`src/rtl/vit_tbck_ctrl.sv`:
```
// Traceback controller for the K=3, 4-state Viterbi decoder.
// Buffers one frame of ACS survivor decisions, selects a traceback start
// state, walks the survivor memory backwards one step per cycle and hands
// the decoded frame to the sink over a valid/ready handshake.
//
// Optional build macro TBCK_ZERO_TERM_EN: frames are zero-terminated, so
// the traceback always starts in state 2'b00. The path-metric inputs are
// ignored and no comparator is built.
//
// Handshakes (both ports): a transfer happens on a rising clk edge where
// valid and ready are both high. acs_ready is high only in FILL. Once
// out_valid rises, it and data_out hold until the transfer.
module vit_tbck_ctrl #(
  parameter int FRAME_LEN = 8,
  parameter int PM_W      = 8
) (
  input  logic                 clk,
  input  logic                 rst,
  input  logic                 acs_valid,
  output logic                 acs_ready,
  input  logic [3:0]           acs_dec,
  input  logic [PM_W-1:0]      pm_00,
  input  logic [PM_W-1:0]      pm_01,
  input  logic [PM_W-1:0]      pm_10,
  input  logic [PM_W-1:0]      pm_11,
  output logic [FRAME_LEN-1:0] data_out,
  output logic                 out_valid,
  input  logic                 out_ready,
  output logic                 busy,
  output logic [7:0]           frame_cnt,
  output logic [1:0]           tb_start
);

  localparam int PTR_W = (FRAME_LEN > 1) ? $clog2(FRAME_LEN) : 1;
  localparam logic [PTR_W-1:0] LAST_IDX = PTR_W'(FRAME_LEN - 1);

  localparam logic [1:0] ST_FILL  = 2'd0;
  localparam logic [1:0] ST_TRACE = 2'd1;
  localparam logic [1:0] ST_OUT   = 2'd2;

  logic [1:0]           state;
  logic [PTR_W-1:0]     wr_cnt;
  logic [PTR_W-1:0]     rd_ptr;
  logic [3:0]           mem [FRAME_LEN];
  logic [1:0]           tb_state;
  logic [FRAME_LEN-1:0] tb_shift;
  logic [FRAME_LEN-1:0] shift_next;
  logic [1:0]           start_sel;
  logic                 accept;
  logic                 last_accept;

  assign acs_ready   = (state == ST_FILL);
  assign busy        = (state == ST_TRACE) || (state == ST_OUT);
  assign accept      = acs_valid && acs_ready;
  assign last_accept = accept && (wr_cnt == LAST_IDX);

`ifdef TBCK_ZERO_TERM_EN
  // Zero-terminated frames always end in state 00; metrics are not needed.
  logic pm_unused;
  assign pm_unused = ^{pm_00, pm_01, pm_10, pm_11};
  assign start_sel = 2'b00;
`else
  logic [PM_W-1:0] best_pm;

  // Unsigned argmin of the final path metrics; strict '<' keeps the lowest index on ties.
  always_comb begin
    start_sel = 2'b00;
    best_pm   = pm_00;
    if (pm_01 < best_pm) begin
      start_sel = 2'b01;
      best_pm   = pm_01;
    end
    if (pm_10 < best_pm) begin
      start_sel = 2'b10;
      best_pm   = pm_10;
    end
    if (pm_11 < best_pm) begin
      start_sel = 2'b11;
      best_pm   = pm_11;
    end
  end
`endif

  // Decoded word with this cycle's traceback bit already merged in.
  always_comb begin
    shift_next         = tb_shift;
    shift_next[rd_ptr] = tb_state[1];
  end

  // Survivor memory: one 4-bit decision vector per trellis step.
  always_ff @(posedge clk) begin
    if (!rst) begin
      for (int i = 0; i < FRAME_LEN; i++) begin
        mem[i] <= 4'b0000;
      end
    end else if (accept) begin
      mem[wr_cnt] <= acs_dec;
    end
  end

  // Frame sequencing: FILL -> TRACE (FRAME_LEN cycles) -> OUT -> FILL.
  always_ff @(posedge clk) begin
    if (!rst) begin
      state     <= ST_FILL;
      wr_cnt    <= '0;
      rd_ptr    <= '0;
      tb_state  <= 2'b00;
      tb_shift  <= '0;
      data_out  <= '0;
      out_valid <= 1'b0;
      frame_cnt <= 8'd0;
      tb_start  <= 2'b00;
    end else begin
      case (state)
        ST_FILL: begin
          if (accept) begin
            if (last_accept) begin
              tb_start <= start_sel;
              tb_state <= start_sel;
              wr_cnt   <= '0;
              rd_ptr   <= LAST_IDX;
              state    <= ST_TRACE;
            end else begin
              wr_cnt <= wr_cnt + 1'b1;
            end
          end
        end
        ST_TRACE: begin
          // Emit the newest bit of the current state, then step to its predecessor.
          tb_shift <= shift_next;
          tb_state <= {tb_state[0], mem[rd_ptr][tb_state]};
          if (rd_ptr == '0) begin
            data_out  <= shift_next;
            out_valid <= 1'b1;
            state     <= ST_OUT;
          end else begin
            rd_ptr <= rd_ptr - 1'b1;
          end
        end
        ST_OUT: begin
          if (out_ready) begin
            out_valid <= 1'b0;
            frame_cnt <= frame_cnt + 8'd1;
            state     <= ST_FILL;
          end
        end
        default: begin
          state <= ST_FILL;
        end
      endcase
    end
  end

endmodule

```
`config.mk`:
```
export PLATFORM = sky130hd
export DESIGN_NAME = vit_tbck_ctrl
export DESIGN_NICKNAME = d
export VERILOG_FILES = /design/src/rtl/vit_tbck_ctrl.sv
export SDC_FILE = /design/constraint.sdc
export NUM_CORES = 1
export LEC_CHECK = 0
export ABC_AREA = 1
export CORE_UTILIZATION = 54
export DETAILED_ROUTE_END_ITERATION = 12
export PLACE_DENSITY = 0.81
export SYNTH_ARGS = -nofsm -noshare
export SYNTH_HDL_FRONTEND = slang
export SYNTH_SLANG_ARGS = --single-unit
```
`constraint.sdc`:
```
create_clock -name clk -period 5 [get_ports clk]
set_input_delay 1 -clock clk [delete_from_list [all_inputs] [get_ports clk]]
set_output_delay 1 -clock clk [all_outputs]
set_load 0.05 [all_outputs]
```
# ---- Word-level counts from Yosys, hierarchy flattened
# Memories as Yosys holds them, arrays and structs flattened. A register that Yosys moved wholly into a read port is not among the register bits.
# Index checks and enable logic that the tools add are counted.
dict set report totals {
  mem_count 1
  output_inout_bits 21
  elab_cells 79
  in_bits 40
  mem_bits_rw 32
  regBits 37
}
dict set report classes {
  magnitude_cmp 6
  n_mux 35
  n_addsub 3
  reduce_logical 17
  eq_ne 8
}
# memory words word_bits read_ports rd_ports_with_merged_regs write_ports line_no
set memory_table {}
lappend memory_table {mem 8 4 1 1 8 44} ;# logic [3:0] mem [FRAME_LEN];
# cell count
set op_table {}
lappend op_table {{< comparator 8 bit} 3}
lappend op_table {{two-way mux 3 bit} 7}
lappend op_table {{two-way mux 2 bit} 8}
lappend op_table {{two-way mux 8 bit} 2}
lappend op_table {{two-way mux 1 bit} 10}
lappend op_table {{AND reduction 3 bit} 3}
lappend op_table {{adder 8 x 1 -> 8 bit (second input constant)} 1}
lappend op_table {{bitwise mux 8 bit} 1}
lappend op_table {{AND reduction 4 bit} 2}
lappend op_table {{inequality test 2 x 1 -> 1 bit (second input constant)} 3}
lappend op_table {{one-hot mux 2 bit (3 select lines)} 1}
lappend op_table {{one-hot mux 3 bit (2 select lines)} 1}
lappend op_table {{AND reduction 2 bit} 3}
lappend op_table {{< comparator 3 x 4 -> 1 bit (second input constant)} 1}
lappend op_table {{two-way mux 4 bit} 1}
lappend op_table {{inequality test 2 bit (second input constant)} 2}
lappend op_table {{one-hot mux 2 bit (2 select lines)} 1}
lappend op_table {{nonzero test 2 bit} 2}
lappend op_table {{OR reduction 4 bit} 1}
lappend op_table {{adder 3 x 1 -> 3 bit (second input constant)} 1}
lappend op_table {{demux 1 bit (select 3 bit)} 1}
lappend op_table {{equality test 3 bit (second input constant)} 1}
lappend op_table {{>= comparator 3 x 1 -> 1 bit (second input constant)} 1}
lappend op_table {{logical AND 1 bit} 3}
lappend op_table {{other kinds (9)} 9}

# ---- Longest topological paths before layout
# Gate-level depths: netlist of the first run.
dict set report depth {
  depth_word 9
  mapped_depth 30
  mapped_depth_nobuf 29
}

# ---- Least setup slack after synthesis of the first run
# No wires, ideal clock.
dict set report synth_path {
  path_type {in2reg}
  start {input pm_00[7]}
  end {register tb_state[1]}
  required_ns 4.932
  cell_stages 23
  n_path_buf 2
  arrival_ns 4.365
  path_slack_ns 0.567
  setup_time_ns 0.068
  path_cell_list {inv_1 -> ha_1 -> a21oi_1 -> o21a_1 -> nand2_4 -> clkbuf_1 -> o21ai_0 -> ha_1 -> a21oi_1 -> nor2_1 -> a211oi_1 -> nand2_4 -> clkbuf_1 -> nand2_1 -> o21ai_0 -> ha_1 -> a21oi_1 -> nor2_1 -> a211oi_1 -> nand2_2 -> nand3_2 -> nand2_2 -> a21oi_2}
}
dict set report synth_between {
  elab_chain_cells 9
  word_cells_on_any_way 10
  cone_classes {order compare: 3; mux: 7}
}
# item line_no
set synth_rtl {}
lappend synth_rtl {{from (decl)} 22} ;# input logic [PM_W-1:0] pm_00,
lappend synth_rtl {{< comparator 8 bit} 69} ;# if (pm_01 < best_pm) begin
lappend synth_rtl {{two-way mux 8 bit *} 69}
lappend synth_rtl {{< comparator 8 bit} 73} ;# if (pm_10 < best_pm) begin
lappend synth_rtl {{two-way mux 8 bit} 73}
lappend synth_rtl {{< comparator 8 bit} 77} ;# if (pm_11 < best_pm) begin
lappend synth_rtl {{two-way mux 2 bit *} 77}
lappend synth_rtl {{two-way mux 2 bit *} 117} ;# if (last_accept) begin
lappend synth_rtl {{two-way mux 2 bit *} 116} ;# if (accept) begin
lappend synth_rtl {{one-hot mux 2 bit (2 select lines) *} 114} ;# case (state)
lappend synth_rtl {{to (signal assigned)} 119} ;# tb_state <= start_sel;
lappend synth_rtl {{to (signal assigned)} 131} ;# tb_state <= {tb_state[0], mem[rd_ptr][tb_state]};
lappend synth_rtl {{to (decl)} 45} ;# logic [1:0] tb_state;
# Every way passes the cells marked *; elsewhere a longest branch is shown, timed or not. The select of a mux whose other input is x is not followed.
# A chain may end at the register's enable or synchronous reset.

# ---- Worst setup path after layout of the first run
# Ends and elaborated chain as after synthesis.

==> results of run 1 <==
-- state kept, by name, indices dropped and copies added, names as in the netlist, named ones only --
signal and cells:
data_out 8, frame_cnt 8, mem 32, out_valid 1, rd_ptr 3, state 2
tb_shift 8, tb_start 2, tb_state 2, wr_cnt 3
-- synth_stat cells (3+ instances only) --
cell | n | area share
edfxtp_1 | 32 | 0.25
ha_1 | 30 | 0.096
nand2_2 | 5 | 0.0080
a21oi_1 | 18 | 0.023
nand3_1 | 17 | 0.022
nor2_1 | 105 | 0.10
a31oi_1 | 5 | 0.0080
a211oi_1 | 3 | 0.0057
nand2_4 | 3 | 0.0086
nand2_1 | 72 | 0.069
clkbuf_1 | 9 | 0.0086
nand4_1 | 3 | 0.0048
o22ai_1 | 8 | 0.013
dfxtp_1 | 40 | 0.20
nor3_1 | 4 | 0.0051
o21ai_0 | 75 | 0.096
inv_1 | 66 | 0.063
-- layout make-up --
type,instances,area [sq um],area share
Clock buffer,9,124,0.0257
Clock inverter,7,83.8,0.0174
Inverter,67,251,0.0521
Multi-Input combinational cell,356,1870,0.387
Sequential cell,72,1760,0.365
Tap cell,96,120,0.0249
Timing Repair Buffer,62,616,0.128
-- power by group through the flow --
| stage | Clock (mW) | Combinational [mW] | Sequential (mW) |
|---|---|---|---|
| floorplan | 0 | 0.507 | 0.882 |
| global placement | 0 | 0.818 | 0.788 |
| detailed placement | 0 | 0.836 | 0.793 |
| CTS | 0.484 | 0.843 | 0.780 |
| global route | 0.514 | 0.941 | 0.792 |
| finish | 0.480 | 0.843 | 0.780 |
-- worst max-delay path, cell delays in order --
cell and delay (ns):
clkdlybuf4s50_1 0.45, inv_1 0.05, ha_1 0.30, a21oi_1 0.16, o21a_1 0.22, nand2_4 0.13
o21ai_0 0.24, ha_1 0.29, a21oi_1 0.18, nor2_1 0.06, a211oi_1 0.40, nand2_4 0.21
o21ai_0 0.20, ha_1 0.26, a21oi_1 0.13, nor2_1 0.06, a211oi_1 0.23, nand2_2 0.13
nand3_2 0.08, nand2_2 0.05, a21oi_2 0.10
-- layer usage --
metal,wire (microns),track usage,vias to the layer above
met3,471,0.0635,20
met5,0,0,-
li1,-,-,1799
met4,153,0.0879,0
met1,3890,0.311,1596
met2,4120,0.402,108
-- kinds of logic after synthesis --
family | Yosys count | synth area share
AOI/OAI and AO/OA | 113 | 0.154
adders and majority gates | 30 | 0.0958
buffers and inverters | 77 | 0.0741
DFF | 72 | 0.450
and+or+nand+nor | 213 | 0.227
-- final timing paths --
kind / endpoint / depth (start not counted)
max: tb_state[1]$_SDFFE_PN0P_ / 21
min: frame_cnt[7]$_SDFFE_PN0P_ / 2
max reg2reg: rd_ptr[2]$_SDFFE_PN0P_ / 8
min reg2reg: frame_cnt[7]$_SDFFE_PN0P_ / 2
-- through the flow --
step,area (sq um),std cells,setup WS [ns]
floorplan,3920,505,0.567
global placement,4620,653,0.184
detailed placement,4620,653,0.0377
CTS,4820,669,0.374
global route,4820,669,0.0730
finish,4820,669,0.343
==> impl_metrics.env, run 1 <==
export IMPL_insertion_delay_ns=0.35
export IMPL_holdWs_ns=0.475
export IMPL_final_common_cell="nor2_1"
export IMPL_layout_drive_gt1_share=0.0506
export IMPL_p_leak_nw=2.10
export IMPL_final_util=0.698
export IMPL_grt_remaining_overflow=0
export IMPL_holdBufCountCts=0
export IMPL_power_mw=2.10
export IMPL_cts_root_buf="clkbuf_8"
export IMPL_pwr_share_comb=0.401
export IMPL_grt_pass1_wl_microns=14300
export IMPL_hold_start="frame_cnt[7]$_SDFFE_PN0P_"
export IMPL_ios=61
export IMPL_p_int_mw=1.24
export IMPL_status="complete, no violations"
export IMPL_tightest_slew_ns=0.562
export IMPL_dieWidth_microns=87.2
export IMPL_crit_start="pm_00[7]"
export IMPL_finalSetupViolCount=0
export IMPL_peakVddDrop_mv=0.305
export IMPL_clk_pin_slew_ns=0.08
export IMPL_period_share=0.931
export IMPL_diodes=0
export IMPL_routed_wl_microns=8630
export IMPL_coreArea_sq_um=6910
export IMPL_numPortBuffers=60
export IMPL_grt_max_degree=26
export IMPL_p_per_area_nw_per_um2=436
export IMPL_die_y_microns=87.2
export IMPL_post_cts_resized=0
export IMPL_start_util=0.567
export IMPL_pwr_share_clk=0.228
export IMPL_grtUsageTotal=0.244
export IMPL_critPathLaunchType="primary input"
export IMPL_cts_buffers=9
export IMPL_gp_congestion=0.895
export IMPL_vias=3523
export IMPL_maxCapViolCount=0
export IMPL_slew_violations=0
export IMPL_sw_frac_of_total=0.410
export IMPL_end_kind="flip-flop"
export IMPL_die_area_sq_um=7600
export IMPL_antenna_found_initial=0
export IMPL_critPathMaxFanout=18
export IMPL_synth_fp_nets=575
export IMPL_mostFrequentLayoutCells="nor2_1, o21ai_0, nand2_1, inv_1, clkdlybuf4s50_1"
export IMPL_switchingPower_mw=0.863
export IMPL_fmax_mhz=215
export IMPL_ys_ff_latch=72
export IMPL_relSlewSlack=0.624
export IMPL_ys_flop_type="dfxtp_1"
export IMPL_dp_hpwl_microns=6410
export IMPL_htreeDepth=3
export IMPL_synth_seq_area_share=0.450
export IMPL_clock_skew_final_ns=0.0116
export IMPL_cts_setup_buffers=0
export IMPL_r2r_start="state[1]$_SDFFE_PN0P_"
export IMPL_first_pass_iters=5
export IMPL_r2r_slack_ns=2.45
export IMPL_synth_edf_count=32
export IMPL_drt_iter0_drc=138
export IMPL_syn_area_sq_um=3920
export IMPL_hold_violations=0
export IMPL_ys_warn_count=0
export IMPL_core_rowCount=30
export IMPL_critPathKind="primary input to flip-flop"
export IMPL_clk_path_buf_depth=2
export IMPL_fill_cells=588
export IMPL_ant_nets=0
export IMPL_drc=0
export IMPL_p_seq_frac=0.371
export IMPL_setup_tns_ns=0
export IMPL_wl_per_cell_microns=12.9
export IMPL_worstPathRequired_ns=5.28
export IMPL_hp_class="flip-flop to flip-flop"
export IMPL_cts_sinks=72
export IMPL_grt_pass1_vias=3164
export IMPL_period_minus_slack_ns=4.66
export IMPL_synth_cells=505
export IMPL_vias_per_cell=5.27
export IMPL_avgSynthCellArea_sq_um=7.76
export IMPL_tritoncts="yes"
export IMPL_layout_nets=638
export IMPL_async_reset_ff_frac=0
export IMPL_ys_types=24
export IMPL_rsz0062_at_grt="no"
export IMPL_cp_arrival_ns=4.94
export IMPL_area_growth_pct=23.1
Power figures use the tool's default switching activity.
==> run 2: changes to the inputs <==
--- a/config.mk
+++ b/config.mk
@@ -6,6 +6,7 @@
 export NUM_CORES = 1
 export LEC_CHECK = 0
 export ABC_AREA = 1
+export CORE_MARGIN = 5
 export CORE_UTILIZATION = 54
 export DETAILED_ROUTE_END_ITERATION = 12
 export PLACE_DENSITY = 0.81
==> run 2 against run 1 <==
  * Final area fell by 0.13%
  * Routed wire length up 4.5%
  * Maximum frequency up 0.18%
  * Setup slack improved by 0.0085 ns
  * Die area is 19% higher
  * Combinational power about the same
  * Power down 1.7%
  * Critical path type unchanged
  * Critical endpoint unchanged
  * Largest cell class unchanged
  * Largest power group unchanged
  * Highest routed layer unchanged
==> impl_metrics.env, run 2 (synthesis results as in run 1) <==
export IMPL_status="complete, no violations"
export IMPL_cp_slowest_cell="clkdlybuf4s50_1"
export IMPL_grtUsageTotal=0.211
export IMPL_final_common_cell="nor2_1"
export IMPL_numPortBuffers=60
export IMPL_p_per_area_nw_per_um2=429
export IMPL_slew_violations=0
export IMPL_critical_path_buf_inv_count=2
export IMPL_tritoncts="yes"
export IMPL_insertion_delay_ns=0.34
export IMPL_die_area_sq_um=9060
export IMPL_layout_nets=638
export IMPL_vias_per_cell=5.27
export IMPL_grt_remaining_overflow=0
export IMPL_wl_per_cell_microns=13.4
export IMPL_clk_pin_slew_ns=0.07
export IMPL_start_util=0.546
export IMPL_grt_use_met1=0.247
export IMPL_tightest_slew_ns=0.545
export IMPL_cts_buffers=9
export IMPL_fmax_mhz=215
export IMPL_rsz0062_at_grt="no"
export IMPL_finalInstanceArea_sq_um=4820
export IMPL_grt_max_degree=27
export IMPL_period_minus_slack_ns=4.65
export IMPL_critPathTopFamily="compound AO/OA/AOI/OAI gates"
export IMPL_critPathMaxFanout=18
export IMPL_dieWidth_microns=95.2
export IMPL_peakVddDrop_mv=0.342
export IMPL_diodes=0
export IMPL_dp_slack_ns=-0.0876
export IMPL_grt_pass1_vias=3442
export IMPL_critPathKind="primary input to flip-flop"
export IMPL_maxCapViolCount=0
export IMPL_grt_pass1_wl_microns=15000
export IMPL_hold_violations=0
export IMPL_vias=3539
export IMPL_first_pass_iters=5
export IMPL_largest_reg_flops=32
export IMPL_ant_nets=0
export IMPL_end_kind="flip-flop"
export IMPL_finalSetupViolCount=0
export IMPL_relSlewSlack=0.637
export IMPL_clock_skew_final_ns=0.00987
export IMPL_ios=61
export IMPL_cts_setup_buffers=0
export IMPL_setup_tns_ns=0
export IMPL_die_y_microns=95.2
export IMPL_grt_use_met2=0.374
export IMPL_cp_arrival_ns=4.92
export IMPL_post_cts_resized=0
export IMPL_critPathLaunchType="primary input"
export IMPL_busiest_layer="met2"
export IMPL_place_area_sq_um=4620
export IMPL_use_met3=0.0695
export IMPL_hp_class="flip-flop to flip-flop"
export IMPL_dp_hpwl_microns=6910
export IMPL_drc=0
export IMPL_coreArea_sq_um=7180
export IMPL_period_share=0.930
export IMPL_mostFrequentLayoutCells="nor2_1, o21ai_0, nand2_1, inv_1, clkdlybuf4s50_1"
export IMPL_gp_congestion=0.947
export IMPL_setup_ws_ns=0.352
export IMPL_cts_sinks=72
export IMPL_antenna_found_initial=0
export IMPL_p_leak_nw=2.10
export IMPL_worst_path_largest_cell_delay_ns=0.46
export IMPL_holdBufCountCts=0
export IMPL_htreeDepth=3
export IMPL_area_growth_pct=22.9
export IMPL_clk_path_buf_depth=2
export IMPL_largest_register="mem"
export IMPL_crit_chain="clkdlybuf4s50_1 -> inv_1 -> ha_1 -> a21oi_1 -> o21a_1 -> nand2_4 -> o21ai_0 -> ha_1 -> a21oi_1 -> nor2_1 -> a211oi_2 -> nand2_4 -> o21ai_0 -> ha_1 -> a21oi_1 -> nor2_1 -> a211oi_1 -> nand2_2 -> nand3_2 -> nand2_2 -> a21oi_2"
export IMPL_cts_root_buf="clkbuf_8"
export IMPL_final_util=0.671
export IMPL_fill_cells=585
export IMPL_worstPathRequired_ns=5.28
export IMPL_core_rowCount=31
export IMPL_drt_iter0_drc=169
export IMPL_layout_drive_gt1_share=0.0506
export IMPL_routed_wl_microns=9020
[run 2: cell count changes in the layout (fill, tap and decap cells not counted)]
cell,change
clkinv_2,+2
clkbuf_1,+1
clkbuf_16,+1
a211oi_1,-1
inv_8,-1
bufinv_16,-1
a211oi_2,+1
inv_6,-3
clkbuf_8,+1
[run 2: report_power, final]
group	total, mW	switching, mW	internal [mW]
Clock	0.439	0.216	0.223
Combinational	0.846	0.559	0.288
Sequential	0.782	0.0670	0.715
[run 2: path summary, 6_finish.rpt]
path                                                 from                        end  slack (ns)  cells past startpoint
worst max register to register      state[1]$_SDFFE_PN0P_     rd_ptr[2]$_SDFFE_PN0P_        2.52                      8
worst min register to register  frame_cnt[7]$_SDFFE_PN0P_  frame_cnt[7]$_SDFFE_PN0P_        0.47                      2
worst min-delay path            frame_cnt[7]$_SDFFE_PN0P_  frame_cnt[7]$_SDFFE_PN0P_        0.47                      2
worst max-delay path                             pm_00[7]   tb_state[1]$_SDFFE_PN0P_        0.35                     21
[run 2: routing by layer]
layer / routed length [microns] / vias to the layer above
met1: 3720 / 1607
met3: 634 / 17
met5: 0 / -
met4: 119 / 0
li1: - / 1803
met2: 4540 / 112
[run 2: final cells by class]
class	count	area [sq um]	area share
Clock buffer	12	166	0.0345
Sequential cell	72	1760	0.366
Timing Repair Buffer	62	616	0.128
Clock inverter	4	26.3	0.00545
Tap cell	99	124	0.0257
Multi-Input combinational cell	356	1870	0.389
Inverter	67	251	0.0522
[run 2: through the flow]
stage | hold slack, ns | total power, mW | cells
6_report | 0.467 | 2.07 | 672
5_1_grt | 0.509 | 2.22 | 672
4_1_cts | 0.468 | 2.07 | 672
3_5_place_dp | 0.455 | 1.64 | 656
3_3_place_gp | 0.451 | 1.61 | 656
2_1_floorplan | 0.468 | 1.39 | 505
[run 2: worst reg2reg max path, cell delays in order, from the launching register on]
cell and delay, ns:
dfxtp_1 0.32, inv_1 0.11, ha_1 0.52, inv_1 0.34, o21ai_0 0.38, inv_1 0.13, nor2_1 0.28, o21ai_0 0.12
a31oi_1 0.19
==> run 3: changes to the inputs <==
--- a/config.mk
+++ b/config.mk
@@ -9,6 +9,7 @@
 export CORE_MARGIN = 5
 export CORE_UTILIZATION = 54
 export DETAILED_ROUTE_END_ITERATION = 12
+export GPL_ROUTABILITY_DRIVEN = 0
 export PLACE_DENSITY = 0.81
 export SYNTH_ARGS = -nofsm -noshare
 export SYNTH_HDL_FRONTEND = slang
==> results of run 3 <==
Same layout as run 2: the final DEF is identical, and so are final timing and power.
